<file path="src/rtl/caravel_ascon.sv">
// Ascon-128 AEAD core with serial operand loading and serial result/tag output.
// One permutation round per clock; the 320-bit state is updated in place.

module ascon_sbox (
  input  logic [4:0] x,
  output logic [4:0] y
);
  // x[4] is state word x0, x[0] is x4
  localparam logic [4:0] SBOX [32] = '{
    5'h04, 5'h0b, 5'h1f, 5'h14, 5'h1a, 5'h15, 5'h09, 5'h02,
    5'h1b, 5'h05, 5'h08, 5'h12, 5'h1d, 5'h03, 5'h06, 5'h1c,
    5'h1e, 5'h13, 5'h07, 5'h0e, 5'h00, 5'h0d, 5'h11, 5'h18,
    5'h10, 5'h0c, 5'h01, 5'h19, 5'h16, 5'h0a, 5'h0f, 5'h17
  };
  assign y = SBOX[x];
endmodule

module caravel_ascon #(
  parameter int K = 128,
  parameter int R = 64,
  parameter int A = 12,
  parameter int B = 6,
  parameter int L = 40,
  parameter int Y = 104
) (
  input  logic clk,
  input  logic rstb,
  input  logic key_i,
  input  logic nonce_i,
  input  logic ad_i,
  input  logic data_i,
  input  logic start_i,
  input  logic decrypt_i,
  output logic data_o,
  output logic tag_o,
  output logic ready_o
);
  localparam int LW = Y - R;
  localparam logic [63:0]  IV       = 64'h80400c0600000000;
  localparam logic [6:0]   L_CNT    = 7'(L);
  localparam logic [6:0]   Y_CNT    = 7'(Y);
  localparam logic [7:0]   K_OUT    = 8'(K);
  localparam logic [7:0]   Y_OUT    = 8'(Y);
  localparam logic [3:0]   A_LAST   = 4'(A - 1);
  localparam logic [3:0]   B_LAST   = 4'(B - 1);
  localparam logic [3:0]   B_N      = 4'(B);
  localparam logic [R-1:0] PAD_LAST = R'(1) << (R - LW - 1);

  typedef enum logic [2:0] {LOAD, IDLE, INIT, AD, MSG, FINAL, DONE} state_t;
  state_t state, state_nx;

  logic [6:0]   load_cnt;
  logic [K-1:0] key_r;
  logic [127:0] nonce_r;
  logic [L-1:0] ad_r;
  logic [Y-1:0] din_r;
  logic         flag_dec;
  logic [319:0] s, rin, rout;
  logic [3:0]   rnd, nr_off, ri;
  logic [7:0]   rc;
  logic [63:0]  a2;
  logic [Y-1:0] res_r;
  logic [K-1:0] tag_r;
  logic         out_arm;
  logic [7:0]   out_cnt;

  logic [63:0][4:0] sb_in, sb_out;
  logic [63:0]      b0, b1, b2, b3, b4;

  // Rate-block combinations for the two message blocks
  logic [R-1:0]  ad_blk, blk1_out, blk1_rate, last_rate;
  logic [LW-1:0] last_out;

  assign ad_blk    = {ad_r, 1'b1, {(R-L-1){1'b0}}};
  assign blk1_out  = s[319:256] ^ din_r[Y-1:LW];
  assign blk1_rate = flag_dec ? din_r[Y-1:LW] : blk1_out;
  assign last_out  = s[319:320-LW] ^ din_r[LW-1:0];
  assign last_rate = {(flag_dec ? din_r[LW-1:0] : last_out), s[319-LW:256]} ^ PAD_LAST;

  function automatic logic [63:0] rotr(input logic [63:0] x, input int n);
    return (x >> n) | (x << (64 - n));
  endfunction

  // Round input: block injection folds into the first round of each phase
  always_comb begin
    rin    = s;
    nr_off = 4'(12 - B);
    case (state)
      INIT:  nr_off = 4'(12 - A);
      AD:    if (rnd == '0) rin[319:256] = s[319:256] ^ ad_blk;
      MSG:   if (rnd == '0) rin[319:256] = blk1_rate;
      FINAL: begin
        nr_off = 4'(12 - A);
        if (rnd == '0) rin[255:128] = s[255:128] ^ key_r;
      end
      default: ;
    endcase
    ri = rnd + nr_off;
    rc = {4'hf - ri, ri};
    a2 = rin[191:128] ^ {56'd0, rc};
    for (int j = 0; j < 64; j++)
      sb_in[j] = {rin[256+j], rin[192+j], a2[j], rin[64+j], rin[j]};
  end

  for (genvar j = 0; j < 64; j++) begin : g_col
    ascon_sbox u_sbox (.x(sb_in[j]), .y(sb_out[j]));
  end

  always_comb begin
    for (int j = 0; j < 64; j++) begin
      b0[j] = sb_out[j][4];
      b1[j] = sb_out[j][3];
      b2[j] = sb_out[j][2];
      b3[j] = sb_out[j][1];
      b4[j] = sb_out[j][0];
    end
  end

  assign rout = {b0 ^ rotr(b0, 19) ^ rotr(b0, 28),
                 b1 ^ rotr(b1, 61) ^ rotr(b1, 39),
                 b2 ^ rotr(b2, 1)  ^ rotr(b2, 6),
                 b3 ^ rotr(b3, 10) ^ rotr(b3, 17),
                 b4 ^ rotr(b4, 7)  ^ rotr(b4, 41)};

  always_comb begin
    state_nx = state;
    case (state)
      LOAD:    if (load_cnt == 7'd127) state_nx = IDLE;
      IDLE:    if (start_i)            state_nx = INIT;
      INIT:    if (rnd == A_LAST)      state_nx = AD;
      AD:      if (rnd == B_LAST)      state_nx = MSG;
      MSG:     if (rnd == B_N)         state_nx = FINAL;
      FINAL:   if (rnd == A_LAST)      state_nx = DONE;
      default:                         state_nx = state;
    endcase
  end

  always_ff @(posedge clk or negedge rstb)
    if (!rstb) state <= LOAD;
    else       state <= state_nx;

  always_ff @(posedge clk or negedge rstb) begin
    if (!rstb) begin
      load_cnt <= '0;
      key_r    <= '0;
      nonce_r  <= '0;
      ad_r     <= '0;
      din_r    <= '0;
      flag_dec <= 1'b0;
      s        <= '0;
      rnd      <= '0;
      res_r    <= '0;
      tag_r    <= '0;
      out_arm  <= 1'b0;
      out_cnt  <= '0;
      data_o   <= 1'b0;
      tag_o    <= 1'b0;
      ready_o  <= 1'b0;
    end else begin
      ready_o <= (state_nx == DONE);
      case (state)
        LOAD: begin
          load_cnt <= load_cnt + 7'd1;
          key_r    <= {key_r[K-2:0], key_i};
          nonce_r  <= {nonce_r[126:0], nonce_i};
          if (load_cnt < L_CNT) ad_r  <= {ad_r[L-2:0], ad_i};
          if (load_cnt < Y_CNT) din_r <= {din_r[Y-2:0], data_i};
        end
        IDLE: if (start_i) begin
          s        <= {IV, key_r, nonce_r};
          flag_dec <= decrypt_i;
          rnd      <= '0;
        end
        INIT: begin
          rnd <= (rnd == A_LAST) ? '0 : rnd + 4'd1;
          s   <= (rnd == A_LAST) ? rout ^ {192'd0, key_r} : rout;
        end
        AD: begin
          rnd <= (rnd == B_LAST) ? '0 : rnd + 4'd1;
          s   <= (rnd == B_LAST) ? rout ^ 320'd1 : rout;
        end
        MSG: begin
          if (rnd == '0) res_r[Y-1:LW] <= blk1_out;
          // Final partial block: absorb with padding, no rounds
          if (rnd == B_N) begin
            s[319:256]    <= last_rate;
            res_r[LW-1:0] <= last_out;
            rnd           <= '0;
          end else begin
            s   <= rout;
            rnd <= rnd + 4'd1;
          end
        end
        FINAL: begin
          s   <= rout;
          rnd <= (rnd == A_LAST) ? '0 : rnd + 4'd1;
          if (rnd == A_LAST) tag_r <= rout[127:0] ^ key_r;
        end
        DONE: begin
          // One idle edge after ready_o, then LSB-first shift-out
          if (!out_arm) out_arm <= 1'b1;
          else if (out_cnt < K_OUT) begin
            if (out_cnt < Y_OUT) begin
              data_o <= res_r[0];
              res_r  <= res_r >> 1;
            end
            tag_o   <= tag_r[0];
            tag_r   <= tag_r >> 1;
            out_cnt <= out_cnt + 8'd1;
          end
        end
        default: ;
      endcase
    end
  end
endmodule

</file>
<file path="config.mk">
export PLATFORM = sky130hd
export DESIGN_NAME = caravel_ascon
export DESIGN_NICKNAME = d
export VERILOG_FILES = /design/src/rtl/caravel_ascon.sv
export SDC_FILE = /design/constraint.sdc
export NUM_CORES = 2
export LEC_CHECK = 0
export ABC_CLOCK_PERIOD_IN_PS = 4700
export CORE_MARGIN = 4
export CORE_UTILIZATION = 50
export CTS_BUF_LIST = sky130_fd_sc_hd__clkbuf_8
export DETAILED_ROUTE_END_ITERATION = 16
export GPL_TIMING_DRIVEN = 0
export PLACE_DENSITY_LB_ADDON = 0.3
export REMOVE_ABC_BUFFERS = 1
export SLEW_MARGIN = 20
export SYNTH_ARGS = -nofsm -noshare
export SYNTH_HDL_FRONTEND = slang
export SYNTH_HIERARCHICAL = 1
export SYNTH_SLANG_ARGS = --single-unit
</file>
<file path="constraint.sdc">
create_clock -name clk -period 4.7 [get_ports clk]
set_input_delay 0.94 -clock clk [delete_from_list [all_inputs] [get_ports clk]]
set_output_delay 0.94 -clock clk [all_outputs]
set_load 0.02 [all_outputs]
</file>
==> results.py <==
metrics = {
    "critical_path": {
        "cp.required_ns": 5.50,
        "rr_worst_depth": 16,
        "r2r-start": "rnd[0]$_DFFE_PN0P_",
        "crit_fanout": 24,
        "slowest_delay_ns": 0.52,
        "reg2reg_setup_slack_ns": 0.02,
        "cp-start-kind": "flip-flop",
        "crit_chain": "inv_1, ha_1, nor3b_4, nor2b_4, buf_12, buf_12, nand2_1, xnor2_2, inv_1, ha_1, xor2_1, nor2_1, a21oi_2, xor2_1, xnor2_1, o221ai_1",
        "slowest_stage": "dfrtp_1",
        "crit_buf_inv": 4,
        "crit_type": "reg -> reg",
        "cp.arrival_ns": 5.48,
        "cp_top_family": "XOR/XNOR gates",
        "reg2reg_to": "s[295]$_DFFE_PN0P_",
        "end_kind": "flip-flop",
    },
    "clock_network": {
        "cts_max_path_buffers": 3,
        "htree_levels": 4,
        "root_buffer": "clkbuf_8",
        "cts_num_sinks": 979,
        "clk_latency_ns": 1.00,
        "cts_tree": "built",
        "cts_buffers": 180,
        "path_clk_slew_ns": 0.06,
    },
    "placement": {
        "gp_congestion": 1.05,
        "postPlaceCellArea_um2": 75700,
        "port_buffers": 10,
        "dp_hpwl_um": 191000,
    },
    "logic_synthesis": {
        "ys.flop_type": "dfrtp_1",
        "async_flop_share": 1.00,
        "synth.largest_area_cell": "dfrtp_1",
        "synth_edf_count": 0,
        "yosysUniqueCellTypes": 76,
        "syn_inst": 7071,
        "ys_seq_area_frac": 0.341,
        "synth_area_um2": 71700,
        "ys.warnings.count": 6,
        "avgSynthCellArea_um2": 10.1,
        "synth_top_cell_area_share": 0.341,
        "ys_top_cells_by_area": "dfrtp_1, xnor2_1, mux2_2, ha_1, xnor3_1",
        "ys_ff_latch": 979,
    },
    "timing": {
        "finalCritPeriodShare": 0.996,
        "tightest_slew_ns": 1.16,
        "final.setup_skew_ns": 0.0618,
        "fmax_mhz": 214,
        "slew_headroom": 0.216,
        "final_max_slew_viol_count": 0,
        "finalHoldViolCount": 0,
        "period_needed_ns": 4.68,
        "setup_viol": 0,
    },
    "grt": {
        "overflow": 0,
        "grt_antenna_before_repair": 3,
        "grt_pass1_vias": 55000,
        "grt_first_pass_wirelength_um": 374000,
        "grt.total_usage": 0.331,
        "grt_max_degree": 132,
    },
    "floorplanning": {
        "io_pins": 11,
        "chipWidth_um": 387,
        "fp.dieH_um": 387,
        "core-area_um2": 142000,
        "start_util": 0.505,
        "die_area_um2": 150000,
        "rows": 138,
    },
    "routing": {
        "wl_met1_um": 102000,
        "met3RoutedLength_um": 24200,
        "met2WireLength_um": 108000,
        "drtIter0Drc": 6170,
        "vias": 57400,
        "dr.pass1.iters": 6,
        "wl_per_cell_um": 28.0,
        "drt-vias-per-instance": 6.32,
        "ant_nets": 0,
        "routed_wl_um": 255000,
        "drc_errors": 0,
        "top_layer": "met5",
    },
    "worst_hold_path": {
        "whs_path_depth": 1,
        "holdCritPathClass": "reg -> reg",
        "hp-start": "tag_r[73]$_DFFE_PN0P_",
        "min_to": "tag_r[73]$_DFFE_PN0P_",
    },
    "run": {
        "maxCapViolations": 0,
    },
    "cells_and_area": {
        "fin_area_um2": 81900,
        "syn_to_final_growth_pct": 14.2,
        "fill_cells": 11900,
        "drive_gt1_frac": 0.210,
        "nNetsFinal": 7457,
    },
    "status": {
        "status": "finished clean",
    },
}
==> worst register-to-register path: stages (launching register included) <==
cell and delay [ns]:
dfrtp_1 0.52, inv_1 0.19, ha_1 0.21, nor3b_4 0.23, nor2b_4 0.30, buf_12 0.25
buf_12 0.23, nand2_1 0.15, xnor2_2 0.39, inv_1 0.09, ha_1 0.30, xor2_1 0.15
nor2_1 0.07, a21oi_2 0.50, xor2_1 0.30, xnor2_1 0.48, o221ai_1 0.17
==> Yosys cell counts, drive strengths merged (132+ instances only) <==
cell and number:
o21ai 374, mux2 570, o2bb2ai 148, inv 204, xnor2 802, buf 212, nor3b 166, xor2 224
a31oi 132, ha 389, a21oi 460, a21o 261, dfrtp 979, clkbuf 223, nand2 404, nor2 462
==> metrics by stage <==
| step | hold slack (ns) | setup TNS, ns | setup slack [ns] | util | std cells |
|---|---|---|---|---|---|
| 2_1_floorplan | 0.451 | -9817.41 | -26.57 | - | 6636 |
| 3_3_place_gp | 0.466 | - | -54.20 | 0.506 | 8536 |
| 3_5_place_dp | 0.468 | -323.94 | -1.52 | 0.532 | 8730 |
| 4_1_cts | 0.485 | -0.0271 | -0.0268 | 0.566 | 9063 |
| 5_1_grt | 0.492 | -0.0708 | -0.0418 | 0.577 | 9082 |
| 6_report | 0.481 | 0 | 0.0200 | 0.577 | 9083 |
==> logic make-up after synthesis <==
kind of cell | share of synthesized area
buffers and inverters | 0.0418
AO/OA/AOI/OAI | 0.175
AND/OR/NAND/NOR | 0.0998
XOR/XNOR | 0.166
multiplexers | 0.108
flip-flops | 0.341
adder cells (fa/ha/maj) | 0.0681
==> how the worst max path moves through the flow <==
stage               slack, ns                     to               start  depth (start not counted)
floorplan              -26.57   din_r[0]$_DFFE_PN0P_  state[1]$_DFF_PN0_                          3
global placement       -54.20  din_r[82]$_DFFE_PN0P_  state[0]$_DFF_PN0_                          3
detailed placement      -1.52     s[295]$_DFFE_PN0P_  state[0]$_DFF_PN0_                         18
CTS                     -0.03     s[295]$_DFFE_PN0P_  state[0]$_DFF_PN0_                         18
global route            -0.04     s[212]$_DFFE_PN0P_  rnd[0]$_DFFE_PN0P_                         16
finish                   0.02     s[295]$_DFFE_PN0P_  rnd[0]$_DFFE_PN0P_                         16
==> area by class of cell <==
type	instances	area, um2	share of cell area
timing repair buffer	239	3670	0.0448
clock inverter	92	624	0.00762
antenna	2	5.00	0.0000611
multi-input combinational	5455	46900	0.573
tap	1890	2360	0.0289
sequential	979	24500	0.299
inverter	204	766	0.00935
clock buffer	222	3060	0.0373
==> routing by layer <==
metal  up-vias  track usage
li1      25100            -
met1     28800        0.429
met2      2677        0.480
met3       780       0.0926
met4         4        0.223
met5         -      0.00351
==> cell usage in the layout, fill, tap and decap left out, types with 43 or more instances in the layout <==
cell         n
nand2_1    398
buf_4       75
clkbuf_8   222
o21ai_0    350
o221ai_1    43
nand2b_1    63
ha_1       389
buf_16      54
a21oi_1    414
dfrtp_1    975
xnor3_1    117
mux2i_1    130
nor2_1     455
inv_1      258
xnor2_1    634
a31oi_1    131
a21o_1     261
nor3_1      72
o41ai_2     54
xor2_1     215
a32oi_1    127
mux2_2     566
and3b_4     56
nor3b_1    163
o41a_1      44
o2bb2ai_1  148
nor2b_1     47
nand3_1     44
or2b_1      54
xnor2_2    141
==> what timing repair did <==
| action | CTS | global route |
|---|---|---|
| gates resized for setup | 156 | 182 |
| hold buffers | 1 | 0 |
| gates cloned | 1 | 1 |
| buffers inserted | 17 | 17 |
| endpoints found under the hold margin | 111 | 0 |
| setup endpoints to repair | 448 | 330 |
| pin swaps | 6 | 7 |
==> sequential cells by signal, summed over array words and instances (netlist names) <==
register	flops
out_cnt	8
tag_o	1
data_o	1
nonce_r	128
din_r	104
out_arm	1
key_r	128
flag_dec	1
state	3
rnd	4
tag_r	128
s	320
res_r	104
ready_o	1
ad_r	40
load_cnt	7
Power is not shown: default switching activity piles up to over one toggle a cycle in this logic, so the estimate is an artifact.
